<file path="src/rtl/demux1_8_seq_if.sv">
// rtl/demux1_8_seq_if.sv - serial write port and parallel result bundle for demux1_8_seq
interface demux1_8_seq_if;
  logic       ENA;
  logic       Mode;
  logic [2:0] Sel;
  logic       IN;
  logic [7:0] Output;
  logic [7:0] Frame;
  logic       Valid;
  logic [2:0] Ptr;

  modport master (
    output ENA, Mode, Sel, IN,
    input  Output, Frame, Valid, Ptr
  );

  modport slave (
    input  ENA, Mode, Sel, IN,
    output Output, Frame, Valid, Ptr
  );
endinterface

</file>
<file path="src/rtl/demux1_8_seq.sv">
// rtl/demux1_8_seq.sv - registered 1:8 demultiplexer with auto-increment frame collector
module demux1_8_seq #(
  parameter int LAST_SEL = 7
) (
  input logic            CLK,
  input logic            RST,
  demux1_8_seq_if.slave  bus
);

  localparam logic [2:0] LAST       = 3'(LAST_SEL);
  localparam logic [7:0] FRAME_MASK = 8'((16'd1 << (LAST_SEL + 1)) - 16'd1);

  logic [7:0] out_q,   out_d;
  logic [7:0] frame_q, frame_d;
  logic       valid_q, valid_d;
  logic [2:0] ptr_q,   ptr_d;

  always_comb begin
    out_d   = out_q;
    frame_d = frame_q;
    valid_d = 1'b0;
    ptr_d   = ptr_q;
    if (!bus.Mode) begin
      // Leaving auto mode drops any partial frame by parking the pointer.
      ptr_d = 3'd0;
      if (bus.ENA) begin
        out_d[bus.Sel] = bus.IN;
      end
    end else if (bus.ENA) begin
      out_d[ptr_q] = bus.IN;
      if (ptr_q == LAST) begin
        // Snapshot includes the bit being written on this same edge.
        frame_d = out_d & FRAME_MASK;
        valid_d = 1'b1;
        ptr_d   = 3'd0;
      end else begin
        ptr_d = ptr_q + 3'd1;
      end
    end
  end

  always_ff @(posedge CLK) begin
    if (RST) begin
      out_q   <= 8'h00;
      frame_q <= 8'h00;
      valid_q <= 1'b0;
      ptr_q   <= 3'd0;
    end else begin
      out_q   <= out_d;
      frame_q <= frame_d;
      valid_q <= valid_d;
      ptr_q   <= ptr_d;
    end
  end

  assign bus.Output = out_q;
  assign bus.Frame  = frame_q;
  assign bus.Valid  = valid_q;
  assign bus.Ptr    = ptr_q;

endmodule

</file>
<file path="src/flat_wrapper.sv">
// flat-port wrapper written by rule: the top's interface ports become plain ports
module demux1_8_seq_flat 
#(
  parameter int LAST_SEL = 7
)
  (CLK, RST, bus_ENA, bus_Mode, bus_Sel, bus_IN, bus_Output, bus_Frame, bus_Valid, bus_Ptr);
  demux1_8_seq_if bus_i ();
  input logic CLK;
  input logic RST;
  input wire logic [$bits(bus_i.ENA)-1:0] bus_ENA;
  input wire logic [$bits(bus_i.Mode)-1:0] bus_Mode;
  input wire logic [$bits(bus_i.Sel)-1:0] bus_Sel;
  input wire logic [$bits(bus_i.IN)-1:0] bus_IN;
  output wire logic [$bits(bus_i.Output)-1:0] bus_Output;
  output wire logic [$bits(bus_i.Frame)-1:0] bus_Frame;
  output wire logic [$bits(bus_i.Valid)-1:0] bus_Valid;
  output wire logic [$bits(bus_i.Ptr)-1:0] bus_Ptr;
  assign bus_i.ENA = bus_ENA;
  assign bus_i.Mode = bus_Mode;
  assign bus_i.Sel = bus_Sel;
  assign bus_i.IN = bus_IN;
  assign bus_Output = bus_i.Output;
  assign bus_Frame = bus_i.Frame;
  assign bus_Valid = bus_i.Valid;
  assign bus_Ptr = bus_i.Ptr;
  demux1_8_seq #(.LAST_SEL(LAST_SEL)) u_core (.CLK(CLK), .RST(RST), .bus(bus_i));
endmodule
</file>
<file path="config.mk">
export PLATFORM = sky130hd
export DESIGN_NAME = demux1_8_seq_flat
export DESIGN_NICKNAME = d
export VERILOG_FILES = /design/src/rtl/demux1_8_seq_if.sv /design/src/rtl/demux1_8_seq.sv /design/src/flat_wrapper.sv
export SDC_FILE = /design/constraint.sdc
export NUM_CORES = 1
export LEC_CHECK = 0
export CAP_MARGIN = 30
export CORE_MARGIN = 5
export CORE_UTILIZATION = 55
export CTS_BUF_LIST = sky130_fd_sc_hd__clkbuf_4
export DETAILED_ROUTE_END_ITERATION = 16
export HOLD_SLACK_MARGIN = 0.03
export PLACE_DENSITY = 0.87
export SYNTH_ARGS = -nofsm -noshare
export SYNTH_HDL_FRONTEND = slang
export SYNTH_SLANG_ARGS = --single-unit
</file>
<file path="constraint.sdc">
create_clock -name CLK -period 3.25 [get_ports CLK]
set_input_delay 0.65 -clock CLK [delete_from_list [all_inputs] [get_ports CLK]]
set_output_delay 0.65 -clock CLK [all_outputs]
set_load 0.02 [all_outputs]
</file>
==> key figures <==
Status
  • Run status: complete, no violations

Synthesis
  • Post-synthesis async set-or-reset flop share: 0
  • Synth area leaders: dfxtp_1 (33%), mux2i_1 (11%), nor3b_4 (4.6%), o31ai_1 (4.3%), a211oi_2 (4.1%)
  • Synth warnings: 0
  • Synth Area in Adders: 0.02035
  • Post-synth EDFFs: 0
  • Post-Syn Instances: ~120
  • Main combinational cell family by area after synthesis: simple AND/OR/NAND/NOR gates
  • Post-Synth Simple-Gate Area: 0.2330
  • Mapped Area: around 1200 um2
  • Synth cell types: 33
  • Share of the synthesized area in the top cell type: 0.3255
  • Mean Syn Cell Area: 9.919 um2
  • Post-synthesis sequential area ratio: 0.3255
  • Top_reg_cell synth: dfxtp_1
  • Post-Synth XOR/XNOR Area: 0
  • Area leader, netlist: dfxtp_1
  • Mux contribution to synthesized area: 0.1058
  • Syn_nets: ~130
  • Synth Area in Compound Gates: 0.2299
  • Post-synthesis register bit count: 20

Floorplan
  • Starting density of the core: 0.5669
  • I/O pin count: 28
  • Die height: 57.29 um
  • Rows: 17
  • Die ar.: 3282 um2
  • Die width: ~57 um
  • Core ar.: between 2000 and 2500 um2

STA
  • Tcrit/Tclk final: 0.7323
  • Tightest Pin Transition: ~0.60 ns
  • Fmax: roughly 0.42 GHz
  • RSZ-0062 raised after global routing: false
  • Final Setup Violations: 0
  • Final clock skew: around 0.0046 ns
  • Final-report max-slew violation count: 0
  • Final Hold Vio Count: 0
  • Post-route minimum period: between 2 and 2.5 ns
  • Slew headroom: 0.6003
  • Final setup TNS: 0 ns

Worst setup path
  • Crit path DAT: ~1.7 ns
  • Largest stage delay, worst path: around 0.72 ns
  • Combined buffer and inverter count along the critical path: 1
  • Top delay family on crit path: buffers and inverters
  • Sequence of cells on the critical path: clkdlybuf4s50_1
  • Worst setup SP type: flop
  • CP max FO: 12
  • Crit. End Element: primary output
  • Crit Path Class: flop to primary output
  • Slowest cell on crit path: clkdlybuf4s50_1
  • CP required: 2.60 ns

Global route
  • Vias in the first global route: between 1000 and 1500
  • Met2 Usage GRT: 0.2887
  • Global Route Usage Sum: 0.1736
  • Largest net degree at the start of global routing: 19
  • Met1 Track Usage GR: 0.2116
  • First-pass GRT wire length: ~4600 um
  • Grt peak-use layer: met2
  • Gr ovfl total: 0
  • Initial antenna violation count: 0
  • Met3 usage: 0.04751

CTS
  • Num CTS Buffers: 3
  • CTS clock-pin slew for the worst setup and hold paths: 0.11 ns
  • Clk sinks: 20
  • # resized after CTS: 0
  • Hold-fix buffers, CTS: 0
  • CTS tree: yes
  • Clk Latency, worst-skew pair: around 0.30 ns
  • Postcts setup bufs: 0
  • Max Root-Sink Buffers: 2
  • Clk root buf: clkbuf_4
  • CTS H-tree lvls: 1

Hold path
  • Hold Path Class: flop to flop

Placed design
  • I/O Buffers: 27
  • DP HPWL: 2069 um
  • Placed cell count: approximately 170
  • Gpl congestion: between 0.9 and 1

Power and ir drop
  • Combinational Power Share: 0.189
  • Switching fraction of total power: 0.2914
  • Sequential Power Share: 0.550
  • Total Power: roughly 480 uW
  • Maximum vdd drop: ~0.22 mV
  • Power Density: about 320 nW/um2
  • Internal Power: about 340 uW
  • Switching power: approximately 140 uW
  • Leak: around 0.54 nW
  • Clock Power Share: 0.260

Layout
  • Non-filler instance count after layout: approximately 170
  • # nets final: 155
  • Layout cells sized above 1: 0.08333
  • P&R area growth vs syn: 19.33%
  • Antenna cells: 0

Detailed routing
  • DRT antenna net count: 0
  • Vias per cell: roughly 6
  • Detailed-route via count: around 1100
  • Wirelength per Cell: about 16 um
  • Detailed Routing Iterations Pass 1: 4
  • Post-route DRC violation count: 0
  • Initial DRC Count: 31
  • Routed WL: roughly 2800 um

Flow run
  • Max_cap viols: 0
-- state kept, by name, indices dropped and copies added (netlist names) --
| name | count |
|---|---|
| u_core.bus.Frame | 8 |
| u_core.bus.Output | 8 |
| u_core.bus.Ptr | 3 |
| u_core.bus.Valid | 1 |
-- cell families after synthesis --
group                      after synthesis
adders and majority gates                2
buffers and inverters                   14
and+or+nand+nor                         40
DFF                                     20
muxes                                   13
AOI/OAI and AO/OA                       35
-- power by group through the flow --
stage          registers (mW)  logic [mW]  clock network [mW]
2_1_floorplan           0.272      0.0508                   0
3_3_place_gp            0.267      0.0865                   0
3_5_place_dp            0.268      0.0889                   0
4_1_cts                 0.262      0.0896               0.124
5_1_grt                 0.264      0.0971               0.139
6_report                0.262      0.0902               0.124
-- layout make-up --
cell class | instances | area (um2)
sequential | 20 | 400.4
clock buffer | 3 | 22.52
inverter | 3 | 11.26
multi-input combinational | 90 | 724.4
tap | 28 | 35.03
clock inverter | 1 | 3.754
timing repair buffer | 27 | 270.3
fill | 187 | 701.9
-- synth_stat cells, drive strengths merged (2+ instances only) --
library cell,n
dfxtp,20
mux2i,13
nor2,13
buf,10
a211oi,8
o31ai,8
nor3b,5
o311ai,5
or2b,5
a21oi,4
a221oi,3
a31oi,3
inv,3
nand2b,3
nand3b,3
nor2b,3
and4b,2
ha,2
nand2,2
o21ai,2
-- stage by stage --
| step | instance area, um2 | utilization | hold WS (ns) | setup WS, ns |
|---|---|---|---|---|
| global placement | 1441 | 0.6644 | 0.4853 | 0.8571 |
| floorplan | 1230 | - | 0.5679 | 1.742 |
| detailed placement | 1441 | 0.6644 | 0.5006 | 0.7683 |
| global route | 1468 | 0.6765 | 0.5662 | 0.7866 |
| CTS | 1468 | 0.6765 | 0.5165 | 0.8574 |
| finish | 1468 | 0.6765 | 0.5133 | 0.8701 |
-- layout by cell type, fill, tap and decap left out --
| cell type | n |
|---|---|
| nand3_1 | 1 |
| clkdlybuf4s50_1 | 27 |
| ha_1 | 2 |
| nor3b_4 | 3 |
| nand2b_1 | 3 |
| clkbuf_4 | 3 |
| a211oi_2 | 4 |
| a211oi_1 | 4 |
| nor2b_1 | 3 |
| clkinv_1 | 1 |
| o21ai_0 | 2 |
| nor4b_4 | 1 |
| dfxtp_1 | 20 |
| nor3b_1 | 2 |
| nand2_1 | 2 |
| or2b_1 | 5 |
| a31oi_1 | 3 |
| and3_1 | 1 |
| nor2_1 | 13 |
| a21oi_1 | 4 |
| a221oi_1 | 3 |
| o31ai_2 | 1 |
| nand3b_1 | 3 |
| and2_1 | 1 |
| inv_1 | 3 |
| and4b_1 | 2 |
| o311ai_0 | 5 |
| mux2i_1 | 13 |
| o31a_1 | 1 |
| o31ai_1 | 7 |
| a41o_1 | 1 |
-- worst paths after layout --
path | depth (start not counted) | slack [ns] | startpoint | to
worst min register to register | 2 | 0.51 | u_core.bus.Frame[0]$_SDFFE_PP0P_ | u_core.bus.Frame[0]$_SDFFE_PP0P_
worst max register to register | 5 | 1.19 | u_core.bus.Ptr[0]$_SDFFE_PP0P_ | u_core.bus.Frame[3]$_SDFFE_PP0P_
worst max-delay path | 1 | 0.87 | u_core.bus.Ptr[1]$_SDFFE_PP0P_ | bus_Ptr[1]
worst min-delay path | 2 | 0.51 | u_core.bus.Frame[0]$_SDFFE_PP0P_ | u_core.bus.Frame[0]$_SDFFE_PP0P_
-- layer usage --
layer,vias to the layer above,share of wire
met5,-,0
met4,0,0.020
met3,10,0.093
met2,53,0.48
met1,483,0.40
li1,505,-
Power figures use the tool's default switching activity.
